### src/rtl/reaction_ctrl.sv
// ---------------------------------------------------------------------------
// reaction_ctrl
// Reaction-time game controller. It starts the start-lights sequencer, waits
// for the full light pattern followed by lights-out, and then counts timebase
// ticks until the player presses the button. A press before lights-out is
// reported as a false start. If there is no press within TIMEOUT ticks, the
// attempt is reported as timed out. The result is held until the consumer
// acknowledges it.
//
// Parameters
//   CW       reaction counter / result width
//   TIMEOUT  tick count at which an attempt is abandoned (must be < 2**CW)
//
// Ports
//   clk           in   single clock, rising edge
//   rst           in   asynchronous reset, active low
//   go            in   start request (sampled in IDLE only)
//   lights        in   [7:0] lamp pattern from the sequencer, bit i = lamp i
//   tick          in   one-cycle timebase strobe
//   btn           in   player button level (already synchronous)
//   ack           in   result acknowledge (honoured in DONE only)
//   fsm_trigger   out  one-cycle start pulse to the sequencer (registered)
//   busy          out  high in every state except IDLE (state decode)
//   result_valid  out  result fields valid (state decode)
//   react_time    out  [CW-1:0] reaction time in ticks (registered)
//   false_start   out  button pressed before lights-out (registered)
//   timed_out     out  no press within TIMEOUT ticks (registered)
//
// State  | meaning
// -------+-------------------------------------------------------------
// IDLE   | waiting for go; previous result still visible
// ARM    | start pulse to sequencer, result and counters cleared
// LIGHTS | lamps coming on; a press here is a false start
// TIMING | lamps out; counting ticks until press or timeout
// DONE   | result valid, held until ack
// ---------------------------------------------------------------------------
module reaction_ctrl #(
  parameter int CW      = 16,
  parameter int TIMEOUT = 2000
) (
  input  logic          clk,
  input  logic          rst,
  input  logic          go,
  input  logic [7:0]    lights,
  input  logic          tick,
  input  logic          btn,
  input  logic          ack,
  output logic          fsm_trigger,
  output logic          busy,
  output logic          result_valid,
  output logic [CW-1:0] react_time,
  output logic          false_start,
  output logic          timed_out
);

  typedef enum logic [2:0] {
    S_IDLE   = 3'd0,
    S_ARM    = 3'd1,
    S_LIGHTS = 3'd2,
    S_TIMING = 3'd3,
    S_DONE   = 3'd4
  } state_t;

  localparam logic [CW-1:0] TIMEOUT_C = CW'(TIMEOUT);
  localparam logic [CW-1:0] ONE_C     = CW'(1);

  state_t        state;
  state_t        state_nx;

  logic          btn_q;
  logic          press;
  logic          lit;
  logic          lit_nx;
  logic [CW-1:0] count;
  logic [CW-1:0] count_nx;
  logic          trig_nx;
  logic [CW-1:0] rt_nx;
  logic          fs_nx;
  logic          to_nx;

  // Rising edge of the button. A button already held when LIGHTS is entered
  // has btn_q=1 and so never counts as a press until it is released first.
  assign press = btn & ~btn_q;

  // State register
  always_ff @(posedge clk or negedge rst) begin
    if (!rst) begin
      state <= S_IDLE;
    end else begin
      state <= state_nx;
    end
  end

  // Next-state logic
  always_comb begin
    state_nx = state;
    case (state)
      S_IDLE: begin
        if (go) state_nx = S_ARM;
      end
      S_ARM: begin
        state_nx = S_LIGHTS;
      end
      S_LIGHTS: begin
        // A press outranks lights-out in the same cycle.
        if (press)                           state_nx = S_DONE;
        else if (lit && (lights == 8'h00))   state_nx = S_TIMING;
      end
      S_TIMING: begin
        if (press || (count == TIMEOUT_C))   state_nx = S_DONE;
      end
      S_DONE: begin
        if (ack) state_nx = S_IDLE;
      end
      default: begin
        state_nx = S_IDLE;
      end
    endcase
  end

  // Output / datapath logic. busy and result_valid come straight from the
  // state register; everything else is computed here and registered below.
  always_comb begin
    busy         = (state != S_IDLE);
    result_valid = (state == S_DONE);
    trig_nx      = 1'b0;
    lit_nx       = lit;
    count_nx     = count;
    rt_nx        = react_time;
    fs_nx        = false_start;
    to_nx        = timed_out;
    case (state)
      S_IDLE: begin
        // Clearing on the way into ARM makes the pulse and the cleared
        // result visible during the ARM cycle itself.
        if (go) begin
          trig_nx  = 1'b1;
          lit_nx   = 1'b0;
          count_nx = '0;
          rt_nx    = '0;
          fs_nx    = 1'b0;
          to_nx    = 1'b0;
        end
      end
      S_LIGHTS: begin
        if (press) begin
          fs_nx = 1'b1;
          rt_nx = '0;
        end else begin
          if (lights == 8'hFF) lit_nx = 1'b1;
          if (lit && (lights == 8'h00)) count_nx = '0;
        end
      end
      S_TIMING: begin
        // Leaving at count==TIMEOUT keeps the count saturated: it can
        // never be incremented past TIMEOUT.
        if (press) begin
          rt_nx = count;
        end else if (count == TIMEOUT_C) begin
          to_nx = 1'b1;
          rt_nx = TIMEOUT_C;
        end else if (tick) begin
          count_nx = count + ONE_C;
        end
      end
      default: begin
      end
    endcase
  end

  // Registered outputs and internal datapath
  always_ff @(posedge clk or negedge rst) begin
    if (!rst) begin
      btn_q       <= 1'b0;
      lit         <= 1'b0;
      count       <= '0;
      fsm_trigger <= 1'b0;
      react_time  <= '0;
      false_start <= 1'b0;
      timed_out   <= 1'b0;
    end else begin
      btn_q       <= btn;
      lit         <= lit_nx;
      count       <= count_nx;
      fsm_trigger <= trig_nx;
      react_time  <= rt_nx;
      false_start <= fs_nx;
      timed_out   <= to_nx;
    end
  end

endmodule

### config.mk
export PLATFORM = sky130hd
export DESIGN_NAME = reaction_ctrl
export DESIGN_NICKNAME = d
export VERILOG_FILES = /design/src/rtl/reaction_ctrl.sv
export SDC_FILE = /design/constraint.sdc
export NUM_CORES = 1
export LEC_CHECK = 0
export BUFFER_PORTS_ARGS = -buffer_cell sky130_fd_sc_hd__buf_2
export CAP_MARGIN = 25
export CORE_MARGIN = 4
export CORE_UTILIZATION = 45
export DETAILED_ROUTE_END_ITERATION = 6
export PLACE_DENSITY_LB_ADDON = 0.15
export SLEW_MARGIN = 10
export SYNTH_ARGS = -nofsm -noshare
export SYNTH_HDL_FRONTEND = slang
export SYNTH_SLANG_ARGS = --single-unit
export TNS_END_PERCENT = 30
### constraint.sdc
create_clock -name clk -period 2.35 [get_ports clk]
set_input_delay 0.705 -clock clk [delete_from_list [all_inputs] [get_ports clk]]
set_output_delay 0.705 -clock clk [all_outputs]
set_load 0.1 [all_outputs]
==> impl_results.md <==
* Outcome: completed
* Initial core utilization at 0.464
* Die Wd at 77.6 um
* Maximum Capacitance Violations at 0
* Vias per cell at 5.87
* Routed len/inst at 16.2 um
* Cts bufs inserted at 5
* Pwr dens at 1140 mW/mm^2
* Placed Area at 0.00247 mm^2
* Met3 global-route usage at 0.0452
* Req. time, crit path at 1.64 ns
* First-pass GRT wire length at 9.03 mm
* Synth Register Bits at 40
* Clock Skew at 0.00906 ns
* Clock latency on the worst-skew pair at 0.30 ns
* Initial antenna violation count at 0
* TritonCTS Sinks at 40
* Antenna viol nets, final at 0
* Setup TNS at 0 ns
* Crit end category: primary output
* CP bufs+invs at 2
* Clock buffer depth at 2
* CP Launch Type: register
* Fin cells at 313
* Leakage power at 1.23 nW
* Main area contributors after synthesis: dfrtp_1, a22o_1, o21ai_0
* Min cycle time layout at 2.24 ns
* Slowest stage delay, CP at 0.52 ns
* Yosys Warn Count at 0
* Cells after synthesis at 213
* Die footprint at 0.00601 mm^2
* Overall routing resource usage at 0.186
* Synth top cells by count: dfrtp_1, o21ai_0, inv_1
* Post-CTS setup buffer count at 0
* Setup CP Type: reg -> out
* Post-synthesis sequential area ratio at 0.460
* Final instance area at 0.00260 mm^2
* Post-synth cell types at 50
* H-Tree Level Count at 2
* Most frequent cell after synthesis: dfrtp_1
* Post-DP HPWL at 3.78 mm
* Max Clk Rate at 446 MHz
* Vias in the first global route at 1,876
* Family with the most delay on the worst path: buffers and inverters
* Post-synth EDFFs at 0
* Fraction of final layout cells sized beyond drive strength 1 at 0.263
* Filler Cell Count at 439
* R2R Setup Slk at 0.40 ns
* RSZ-0062 raised after global routing: false
* Placer Congestion at 0.832
* Met2 GRT Util at 0.297
* Row count at 25
* Total wire length at 5.06 mm
* Prevailing post-synth register cell: dfrtp_1
* Worst-path maximum fanout at 9
* Worst VDD drop at 815 uV
* Drt drc at 0
* N_diodes at 0
* Top Ports at 35
* Synthesis-to-finish area growth at 19.6%
* Slowest cell on crit path: dfrtp_1
* GRT overflow at 0
* Final count of negative-setup-slack endpoints at 0
* Global Route met1 Usage at 0.249
* Pin count of the biggest net entering global routing at 41
* Core area at 0.00469 mm^2
* Synth top area share at 0.460
* Iter 0 DRT Violations at 104
* # placed instances at 305
* Layout Nets at 274
* Hold slack at 0.463 ns
* Crit-path cells: inv_1 > nand2_1 > buf_2
* Period utilisation layout at 0.954
* CTS clock-pin slew for the worst setup and hold paths at 0.08 ns
* # hold bufs at CTS at 0
* Min-delay worst type: in -> async
* Cell taking the most area after synthesis: dfrtp_1
* First-pass DRT Iterations at 4
* Worst-Margin Slew at 0.502 ns
* CTS tree: built
* Post-synthesis cell area at 0.00218 mm^2
* Die height at 77.6 um
* Most crowded layer after global routing: met2
* Async set-or-reset flop fraction in the synthesized netlist at 1.00
* Max Slew Vio Count at 0
* Mapped Nets at 229
* Syn Area/Cell at 10.2 um^2
* Vias at 1,837
* Root buffer cell: clkbuf_8
* Port Buffers at 34
* CP Data Arrival Time at 1.54 ns
* Rel. slew slack at 0.665
* Hold Violations, Final at 0
==> routing by layer <==
metal / up-vias / share of wire
met5: - / 0
met4: 0 / 0.0097
met3: 6 / 0.046
met2: 47 / 0.49
met1: 887 / 0.46
li1: 897 / -
==> final timing paths <==
path                       cells after the start            end      from
min in group clk                               2            lit       lit
hold / removal                                 2       count[4]       rst
max in group asynchronous                      2  react_time[2]       rst
hold reg to reg                                2            lit       lit
setup / recovery                               3           busy  state[2]
setup reg to reg                               7  react_time[2]  count[0]
==> through the flow <==
stage	util	setup WS (ns)	power [mW]
after detailed placement	0.527	0.171	2.37
after global routing	0.555	0.0119	3.13
after CTS	0.554	0.100	2.99
after global placement	0.527	0.197	2.36
after floorplan	-	0.257	2.02
final	0.555	0.108	2.96
==> power breakdown <==
part | internal, mW | switching (mW)
clock | 0.375 | 0.240
sequential | 0.786 | 0.0866
combinational | 0.414 | 1.06
total | 1.58 | 1.39
==> worst register-to-register path, stage by stage (launching register included) <==
cell	delay (ns)
dfrtp_1	0.45
inv_1	0.12
ha_1	0.16
nor3b_1	0.17
and4_1	0.45
o221ai_4	0.15
buf_12	0.17
a22o_1	0.18
==> cells by family (layout without fill, tap and decap cells) <==
family	Yosys count	after routing	synth area share
flip-flops	40	40	0.460
AO/OA/AOI/OAI	66	66	0.232
adder cells (fa/ha/maj)	2	2	0.0115
buffers and inverters	22	68	0.0488
AND/OR/NAND/NOR	77	77	0.220
multiplexers	6	6	0.0276
==> flip-flops by register name, indices dropped and copies added, names as in the netlist <==
name and flops:
fsm_trigger 1, btn_q 1, react_time 16, timed_out 1
state 3, count 16, false_start 1, lit 1
==> placed cells by master, fill, tap and decap left out, types with 4 or more instances in the layout <==
cell and n:
and3_1 6, nand2b_1 4, nand2_1 10, nor3b_1 5, nand3_1 8, o31ai_1 6
inv_1 11, nor2_1 8, nor3_1 6, dfrtp_1 40, a22o_1 10, a21oi_1 5
a2bb2oi_1 6, buf_4 14, o21ai_0 16, nor4_1 5, mux2i_1 6, clkbuf_8 7
buf_2 33, nand4_1 6, a31oi_1 4
==> timing repair <==
item / 4_1_cts / 5_1_grt
setup endpoints to repair: 0 / 1
endpoints found under the hold margin: 0 / 0
resized for setup: 0 / 1
==> final cells by class <==
class	count	area, um^2	area share
repair buffers	49	298	0.114
flip-flops and latches	40	1000	0.384
inverters	11	41.3	0.0159
clock buffers	7	96.3	0.0370
clock inverters	1	30.0	0.0115
well taps	54	67.6	0.0259
multi-input cells	151	1070	0.411
No activity file was read; power rests on OpenSTA's default activity.
